File: config.mk
export PLATFORM = sky130hd
export DESIGN_NAME = ssd_scan_controller_flat
export DESIGN_NICKNAME = d
export VERILOG_FILES = /design/src/rtl/ssd_scan_if.sv /design/src/rtl/ssd_scan_controller.sv /design/src/flat_wrapper.sv
export SDC_FILE = /design/constraint.sdc
export NUM_CORES = 1
export LEC_CHECK = 0
export ABC_AREA = 1
export BUFFER_PORTS_ARGS = -buffer_cell sky130_fd_sc_hd__buf_2
export CORE_ASPECT_RATIO = 2
export CORE_MARGIN = 2
export CORE_UTILIZATION = 40
export DETAILED_ROUTE_END_ITERATION = 10
export HOLD_SLACK_MARGIN = 0.08
export SLEW_MARGIN = 5
export SYNTH_ARGS = -nofsm -noshare
export SYNTH_HDL_FRONTEND = slang
export SYNTH_SLANG_ARGS = --single-unit
File: constraint.sdc
create_clock -name board_clk -period 9 [get_ports board_clk]
set_input_delay 0.45 -clock board_clk [delete_from_list [all_inputs] [get_ports board_clk]]
set_output_delay 0.45 -clock board_clk [all_outputs]
set_load 0.01 [all_outputs]
File: src/rtl/ssd_scan_if.sv
// Display-side bus of the seven-segment scan engine: per-digit frame data and
// load strobe in, anode/cathode pins and scan position out.
interface ssd_scan_if #(
  parameter int N_DIGITS = 8,
  parameter int PWM_BITS = 4
);
  localparam int IDX_W = $clog2(N_DIGITS);

  logic [4*N_DIGITS-1:0] digits_in;
  logic [N_DIGITS-1:0]   dp_in;
  logic [N_DIGITS-1:0]   blank_in;
  logic [N_DIGITS-1:0]   blink_in;
  logic                  lz_suppress;
  logic [PWM_BITS-1:0]   brightness;
  logic                  load;
  logic [N_DIGITS-1:0]   anodes;
  logic [7:0]            cathodes;
  logic [IDX_W-1:0]      digit_idx;
  logic                  frame_start;

  modport master (
    output digits_in, dp_in, blank_in, blink_in, lz_suppress, brightness, load,
    input  anodes, cathodes, digit_idx, frame_start
  );

  modport slave (
    input  digits_in, dp_in, blank_in, blink_in, lz_suppress, brightness, load,
    output anodes, cathodes, digit_idx, frame_start
  );
endinterface

File: src/rtl/ssd_scan_controller.sv
// Multiplexed seven-segment scan engine: double-buffered frame data, hex glyphs,
// leading-zero suppression, blink and PWM brightness on N_DIGITS digits.
module ssd_digit_lane (
  input  logic [3:0] nib,
  input  logic       dp,
  input  logic       suppress,
  output logic [7:0] seg
);
  logic [6:0] glyph;

  // active-low {a,b,c,d,e,f,g}
  always_comb begin
    case (nib)
      4'h0: glyph = 7'b0000001;
      4'h1: glyph = 7'b1001111;
      4'h2: glyph = 7'b0010010;
      4'h3: glyph = 7'b0000110;
      4'h4: glyph = 7'b1001100;
      4'h5: glyph = 7'b0100100;
      4'h6: glyph = 7'b0100000;
      4'h7: glyph = 7'b0001111;
      4'h8: glyph = 7'b0000000;
      4'h9: glyph = 7'b0000100;
      4'hA: glyph = 7'b0001000;
      4'hB: glyph = 7'b1100000;
      4'hC: glyph = 7'b0110001;
      4'hD: glyph = 7'b1000010;
      4'hE: glyph = 7'b0110000;
      default: glyph = 7'b0111000;
    endcase
  end

  assign seg = {suppress ? 7'b1111111 : glyph, ~dp};
endmodule

module ssd_scan_controller #(
  parameter int N_DIGITS      = 8,
  parameter int SCAN_DIV_BITS = 17,
  parameter int PWM_BITS      = 4,
  parameter int BLINK_BITS    = 25
) (
  input logic       board_clk,
  input logic       Reset,
  ssd_scan_if.slave bus
);
  localparam int IDX_W = $clog2(N_DIGITS);
  localparam logic [IDX_W-1:0] LAST_IDX = IDX_W'(N_DIGITS - 1);

  typedef struct packed {
    logic [N_DIGITS-1:0][3:0] dig;
    logic [N_DIGITS-1:0]      dp;
    logic [N_DIGITS-1:0]      blank;
    logic [N_DIGITS-1:0]      blink;
    logic                     lz;
  } frame_t;

  // Dark until the first load: every digit blanked.
  localparam frame_t FRAME_RST = frame_t'({{(4*N_DIGITS){1'b0}}, {N_DIGITS{1'b0}},
                                           {N_DIGITS{1'b1}}, {N_DIGITS{1'b0}}, 1'b0});

  logic [SCAN_DIV_BITS-1:0] psc;
  logic [BLINK_BITS-1:0]    blink_cnt;
  logic [IDX_W-1:0]         idx;
  frame_t                   pend, act, in_frame;
  logic                     pend_vld;

  logic [N_DIGITS-1:0]      anodes_q;
  logic [7:0]               cathodes_q;
  logic [IDX_W-1:0]         idx_q;
  logic                     fs_q;

  assign in_frame = {bus.digits_in, bus.dp_in, bus.blank_in, bus.blink_in, bus.lz_suppress};

  // zero_from[i]: active nibbles i..N_DIGITS-1 are all zero
  logic [N_DIGITS:0]          zero_from;
  logic [N_DIGITS-1:0][7:0]   lane_seg;

  assign zero_from[N_DIGITS] = 1'b1;

  for (genvar i = 0; i < N_DIGITS; i++) begin : g_lane
    logic sup;
    assign zero_from[i] = zero_from[i+1] & (act.dig[i] == 4'h0);
    assign sup = (i != 0) & act.lz & zero_from[i];
    ssd_digit_lane u_lane (
      .nib      (act.dig[i]),
      .dp       (act.dp[i]),
      .suppress (sup),
      .seg      (lane_seg[i])
    );
  end

  logic                wrap, frame_end, pwm_on, lit;
  logic [N_DIGITS-1:0] anode_nxt;
  logic [7:0]          cathode_nxt;

  assign wrap      = &psc;
  assign frame_end = wrap & (idx == LAST_IDX);
  assign pwm_on    = psc[SCAN_DIV_BITS-1 -: PWM_BITS] <= bus.brightness;
  assign lit       = ~act.blank[idx] & ~(act.blink[idx] & blink_cnt[BLINK_BITS-1]) & pwm_on;

  always_comb begin
    anode_nxt   = '1;
    cathode_nxt = 8'hFF;
    if (lit) begin
      anode_nxt   = ~({{(N_DIGITS-1){1'b0}}, 1'b1} << idx);
      cathode_nxt = lane_seg[idx];
    end
  end

  always_ff @(posedge board_clk or posedge Reset) begin
    if (Reset) begin
      psc        <= '0;
      blink_cnt  <= '0;
      idx        <= '0;
      pend       <= FRAME_RST;
      act        <= FRAME_RST;
      pend_vld   <= 1'b0;
      anodes_q   <= '1;
      cathodes_q <= 8'hFF;
      idx_q      <= '0;
      fs_q       <= 1'b0;
    end else begin
      psc       <= psc + 1'b1;
      blink_cnt <= blink_cnt + 1'b1;
      if (wrap) idx <= (idx == LAST_IDX) ? '0 : idx + 1'b1;
      fs_q <= frame_end;

      // Swap only at the frame boundary so a frame never mixes old and new data;
      // a load landing on the boundary itself bypasses the pending copy.
      if (frame_end) begin
        pend_vld <= 1'b0;
        if (bus.load)     act <= in_frame;
        else if (pend_vld) act <= pend;
      end else if (bus.load) begin
        pend     <= in_frame;
        pend_vld <= 1'b1;
      end

      anodes_q   <= anode_nxt;
      cathodes_q <= cathode_nxt;
      idx_q      <= idx;
    end
  end

  assign bus.anodes      = anodes_q;
  assign bus.cathodes    = cathodes_q;
  assign bus.digit_idx   = idx_q;
  assign bus.frame_start = fs_q;
endmodule

File: src/flat_wrapper.sv
// flat-port wrapper written by rule: the top's interface ports become plain ports
module ssd_scan_controller_flat 
#(
  parameter int N_DIGITS      = 8,
  parameter int SCAN_DIV_BITS = 17,
  parameter int PWM_BITS      = 4,
  parameter int BLINK_BITS    = 25
)
  (board_clk, Reset, bus_digits_in, bus_dp_in, bus_blank_in, bus_blink_in, bus_lz_suppress, bus_brightness, bus_load, bus_anodes, bus_cathodes, bus_digit_idx, bus_frame_start);
  ssd_scan_if #(.N_DIGITS(N_DIGITS), .PWM_BITS(PWM_BITS)) bus_i ();
  input logic board_clk;
  input logic Reset;
  input wire logic [$bits(bus_i.digits_in)-1:0] bus_digits_in;
  input wire logic [$bits(bus_i.dp_in)-1:0] bus_dp_in;
  input wire logic [$bits(bus_i.blank_in)-1:0] bus_blank_in;
  input wire logic [$bits(bus_i.blink_in)-1:0] bus_blink_in;
  input wire logic [$bits(bus_i.lz_suppress)-1:0] bus_lz_suppress;
  input wire logic [$bits(bus_i.brightness)-1:0] bus_brightness;
  input wire logic [$bits(bus_i.load)-1:0] bus_load;
  output wire logic [$bits(bus_i.anodes)-1:0] bus_anodes;
  output wire logic [$bits(bus_i.cathodes)-1:0] bus_cathodes;
  output wire logic [$bits(bus_i.digit_idx)-1:0] bus_digit_idx;
  output wire logic [$bits(bus_i.frame_start)-1:0] bus_frame_start;
  assign bus_i.digits_in = bus_digits_in;
  assign bus_i.dp_in = bus_dp_in;
  assign bus_i.blank_in = bus_blank_in;
  assign bus_i.blink_in = bus_blink_in;
  assign bus_i.lz_suppress = bus_lz_suppress;
  assign bus_i.brightness = bus_brightness;
  assign bus_i.load = bus_load;
  assign bus_anodes = bus_i.anodes;
  assign bus_cathodes = bus_i.cathodes;
  assign bus_digit_idx = bus_i.digit_idx;
  assign bus_frame_start = bus_i.frame_start;
  ssd_scan_controller #(.N_DIGITS(N_DIGITS), .SCAN_DIV_BITS(SCAN_DIV_BITS), .PWM_BITS(PWM_BITS), .BLINK_BITS(BLINK_BITS)) u_core (.board_clk(board_clk), .Reset(Reset), .bus(bus_i));
endmodule
==> results by group <==
Min path
  • Hold Path Class: input port to async pin

Setup path
  • Critical path launch point type: register
  • Critical Path End Type: register
  • R2R Setup Slk: 5.24 ns
  • Slowest cell delay on critical path: 0.77 ns
  • Critical Path, Cell by Cell: ha_1 > nand3_1 > nor3_2 > nand4_1 > nor2_1 > nand2_1 > nor3_1 > ha_1 > nand2_1 > a21oi_4 > buf_4 > o211ai_1 > o21ai_0
  • Critical Path RT: 9.37 ns
  • R2r endpoint: u_core.act[12]
  • CP arrival: 4.13 ns
  • CP max stage cell: a21oi_4
  • Largest fanout on the critical path: 72
  • Crit Reg-Reg Startpoint: u_core.psc[0]
  • Reg2reg path depth: 13
  • Critical path class: register to register

Timing
  • F_max: 266.1 MHz
  • Worst-Margin Slew: 0.9686 ns
  • Final setup fails: 0
  • Final min period: 3.759 ns
  • Sum Neg Setup Slack: 0 ns
  • Final setup margin: 5.241 ns
  • RSZ-0062 raised after global routing: no
  • Pins Over Slew Limit: 0
  • Final clock skew: 0.01474 ns
  • Final hold vios: 0
  • Rel. slew slack: 0.3528
  • Final period util: 0.4176

Floorplanning
  • Die area: 27390 um2
  • Top Ports: 84
  • Die W: 118.0 um
  • Die Y: 232.1 um
  • Initial Utilization: 0.4055
  • Core area: 25650 um2
  • # rows: 83

Drt
  • Antenna-violating nets left: 0
  • Routed WL: 24610 um
  • DRC violations left: 0
  • Initial DRC Count: 331
  • Vias per cell: 5.060
  • DR vias: 8430
  • Routed len/inst: 14.77 um
  • TritonRoute pass-1 iters: 5

Pwr
  • Standby leakage power: 5.624 nW
  • Pwr dens: 160.9 nW/um2
  • Worst IR Drop VDD: 0.1051 mV

Synthesis
  • Commonest cells in the netlist: nand2_1, dfrtp_1, inv_1
  • Number of flops mapped to enable cells by yosys: 0
  • Post-Synthesis Cells: 1268
  • Syn_nets: 1387
  • Mean Syn Cell Area: 8.204 um2
  • YS warnings: 0
  • Top FF cell, synth: dfrtp_1
  • Post-synth top area share: 0.3560
  • Synth area leaders: dfrtp_1, nand2_1, dfstp_2, ha_1, o21ai_0
  • Library cells used by synthesis: 43
  • Yosys reg bits: 180
  • Post-Synthesis Cell Area: 10400 um2
  • Most common cell in the netlist: nand2_1
  • Async S/R FF share, synth: 1.000
  • Sequential cell area fraction in the yosys report: 0.4369
  • Synth area leader: dfrtp_1

Global route
  • GR Overflow Total: 0
  • Initial antenna violation count: 0
  • Vias in the first global route: 8283
  • First-pass GRT wire length: 40410 um
  • Largest net degree at the start of global routing: 108
  • Gr usage total: 0.1868

CTS
  • Clock transition at path regs: 0.07 ns
  • Post-CTS Hold Fix Bufs: 0
  • CTS-repair resized insts: 0
  • CTS sink count: 180
  • CTS buffer count: 17
  • Clock Latency Late Sink: 0.45 ns
  • Post-CTS Setup Bufs: 0
  • CTS max path bufs: 2
  • Root Buffer: clkbuf_16
  • CTS tree: yes
  • Htree depth: 4

Placed design
  • DP HPWL: 17780 um
  • Gpl congestion: 0.8968
  • Pre-CTS WS: 5.185 ns
  • PortBufs: 83

Run status
  • Status: finished clean

Job
  • Maxcap violations: 0

Finish
  • Fillers: 2596
  • Post-layout nets: 1433
  • Area of the multi-input gates: 4999 um2
  • Final antenna diode count: 0
  • Reg area: 4544 um2
  • Area Overhead vs Synth: 11.04%
  • Share of cells above drive strength 1: 0.1538
-- state kept, by name (all words and copies together) (netlist names) --
register,cells
u_core.act,57
u_core.pend,57
u_core.blink_cnt,25
u_core.psc,17
u_core.bus.anodes,8
u_core.bus.cathodes,8
u_core.bus.digit_idx,3
u_core.idx,3
u_core.bus.frame_start,1
u_core.pend_vld,1
-- how the worst max path moves through the flow --
| stage | start | endpoint | slack [ns] | depth (start not counted) |
|---|---|---|---|---|
| floorplan | Reset | u_core.act[0] | 3.72 | 1 |
| global placement | u_core.psc[0] | u_core.act[12] | 5.29 | 13 |
| detailed placement | u_core.psc[0] | u_core.act[16] | 5.18 | 13 |
| CTS | u_core.psc[0] | u_core.act[16] | 5.17 | 13 |
| global route | u_core.psc[0] | u_core.act[14] | 4.79 | 13 |
| finish | u_core.psc[0] | u_core.act[12] | 5.24 | 13 |
-- placed cells by master, fill, tap and decap left out, drive strengths merged, types with 27 or more instances in the layout --
cell    Yosys  final
a31oi      31     31
dfstp      32     32
nand3      87     87
nor2       99     99
o21ai     105    105
xor2       27     27
dfrtp     148    148
a21oi      64     64
inv       138    142
nand2     310    310
o211ai     38     38
ha         55     55
buf        43     89
-- layout make-up --
type	instances	area share
Tap cell	340	0.03683
Inverter	138	0.04528
Clock inverter	12	0.01267
Multi-Input combinational cell	888	0.4327
Sequential cell	180	0.3934
Clock buffer	19	0.03921
Timing Repair Buffer	89	0.03986
-- kinds of logic (layout without fill, tap and decap cells) --
group	after synthesis	after routing	synth area share
AND/OR/NAND/NOR	524	524	0.2207
AO/OA/AOI/OAI	247	247	0.1342
buffers and inverters	200	258	0.08359
flip-flops	180	180	0.4369
adder cells (fa/ha/maj)	55	55	0.06615
XOR/XNOR	36	36	0.03031
multiplexers	26	26	0.02815
-- where the power goes --
| group | total [mW] | switching, mW | internal, mW |
|---|---|---|---|
| combinational | 0.205 | 0.130 | 0.0753 |
| sequential | 0.892 | 0.0339 | 0.859 |
| clock | 0.761 | 0.334 | 0.428 |
| total | 1.86 | 0.497 | 1.36 |
-- metal layers --
metal | share of wire | vias to the layer above | global-route usage
met3 | 0.026 | 47 | 0.02554
li1 | - | 4229 | -
met1 | 0.41 | 4000 | 0.2086
met2 | 0.53 | 154 | 0.3467
met5 | 0 | - | 0
met4 | 0.030 | 0 | 0.08848
-- through the flow --
stage                     utilization  total power [mW]  instance area (um2)  hold slack [ns]  std cells
after floorplan                     -             1.049                10400           0.4201       1268
after global placement         0.4270             1.111                10950           0.4348       1635
after detailed placement       0.4270             1.115                10950           0.4470       1635
after CTS                      0.4503             1.881                11550           0.2193       1666
after global routing           0.4503             1.942                11550           0.2324       1666
final                          0.4503             1.859                11550           0.2151       1666
-- worst max-delay path: cells and delay by family (launching register included) --
kind            cells  cell delay [ns]
compound gates      3             1.05
fa+ha+maj           2             0.49
buf+inv             1             0.67
flops               1             0.37
simple gates        7             1.05
(Power assumes the default switching activity.)
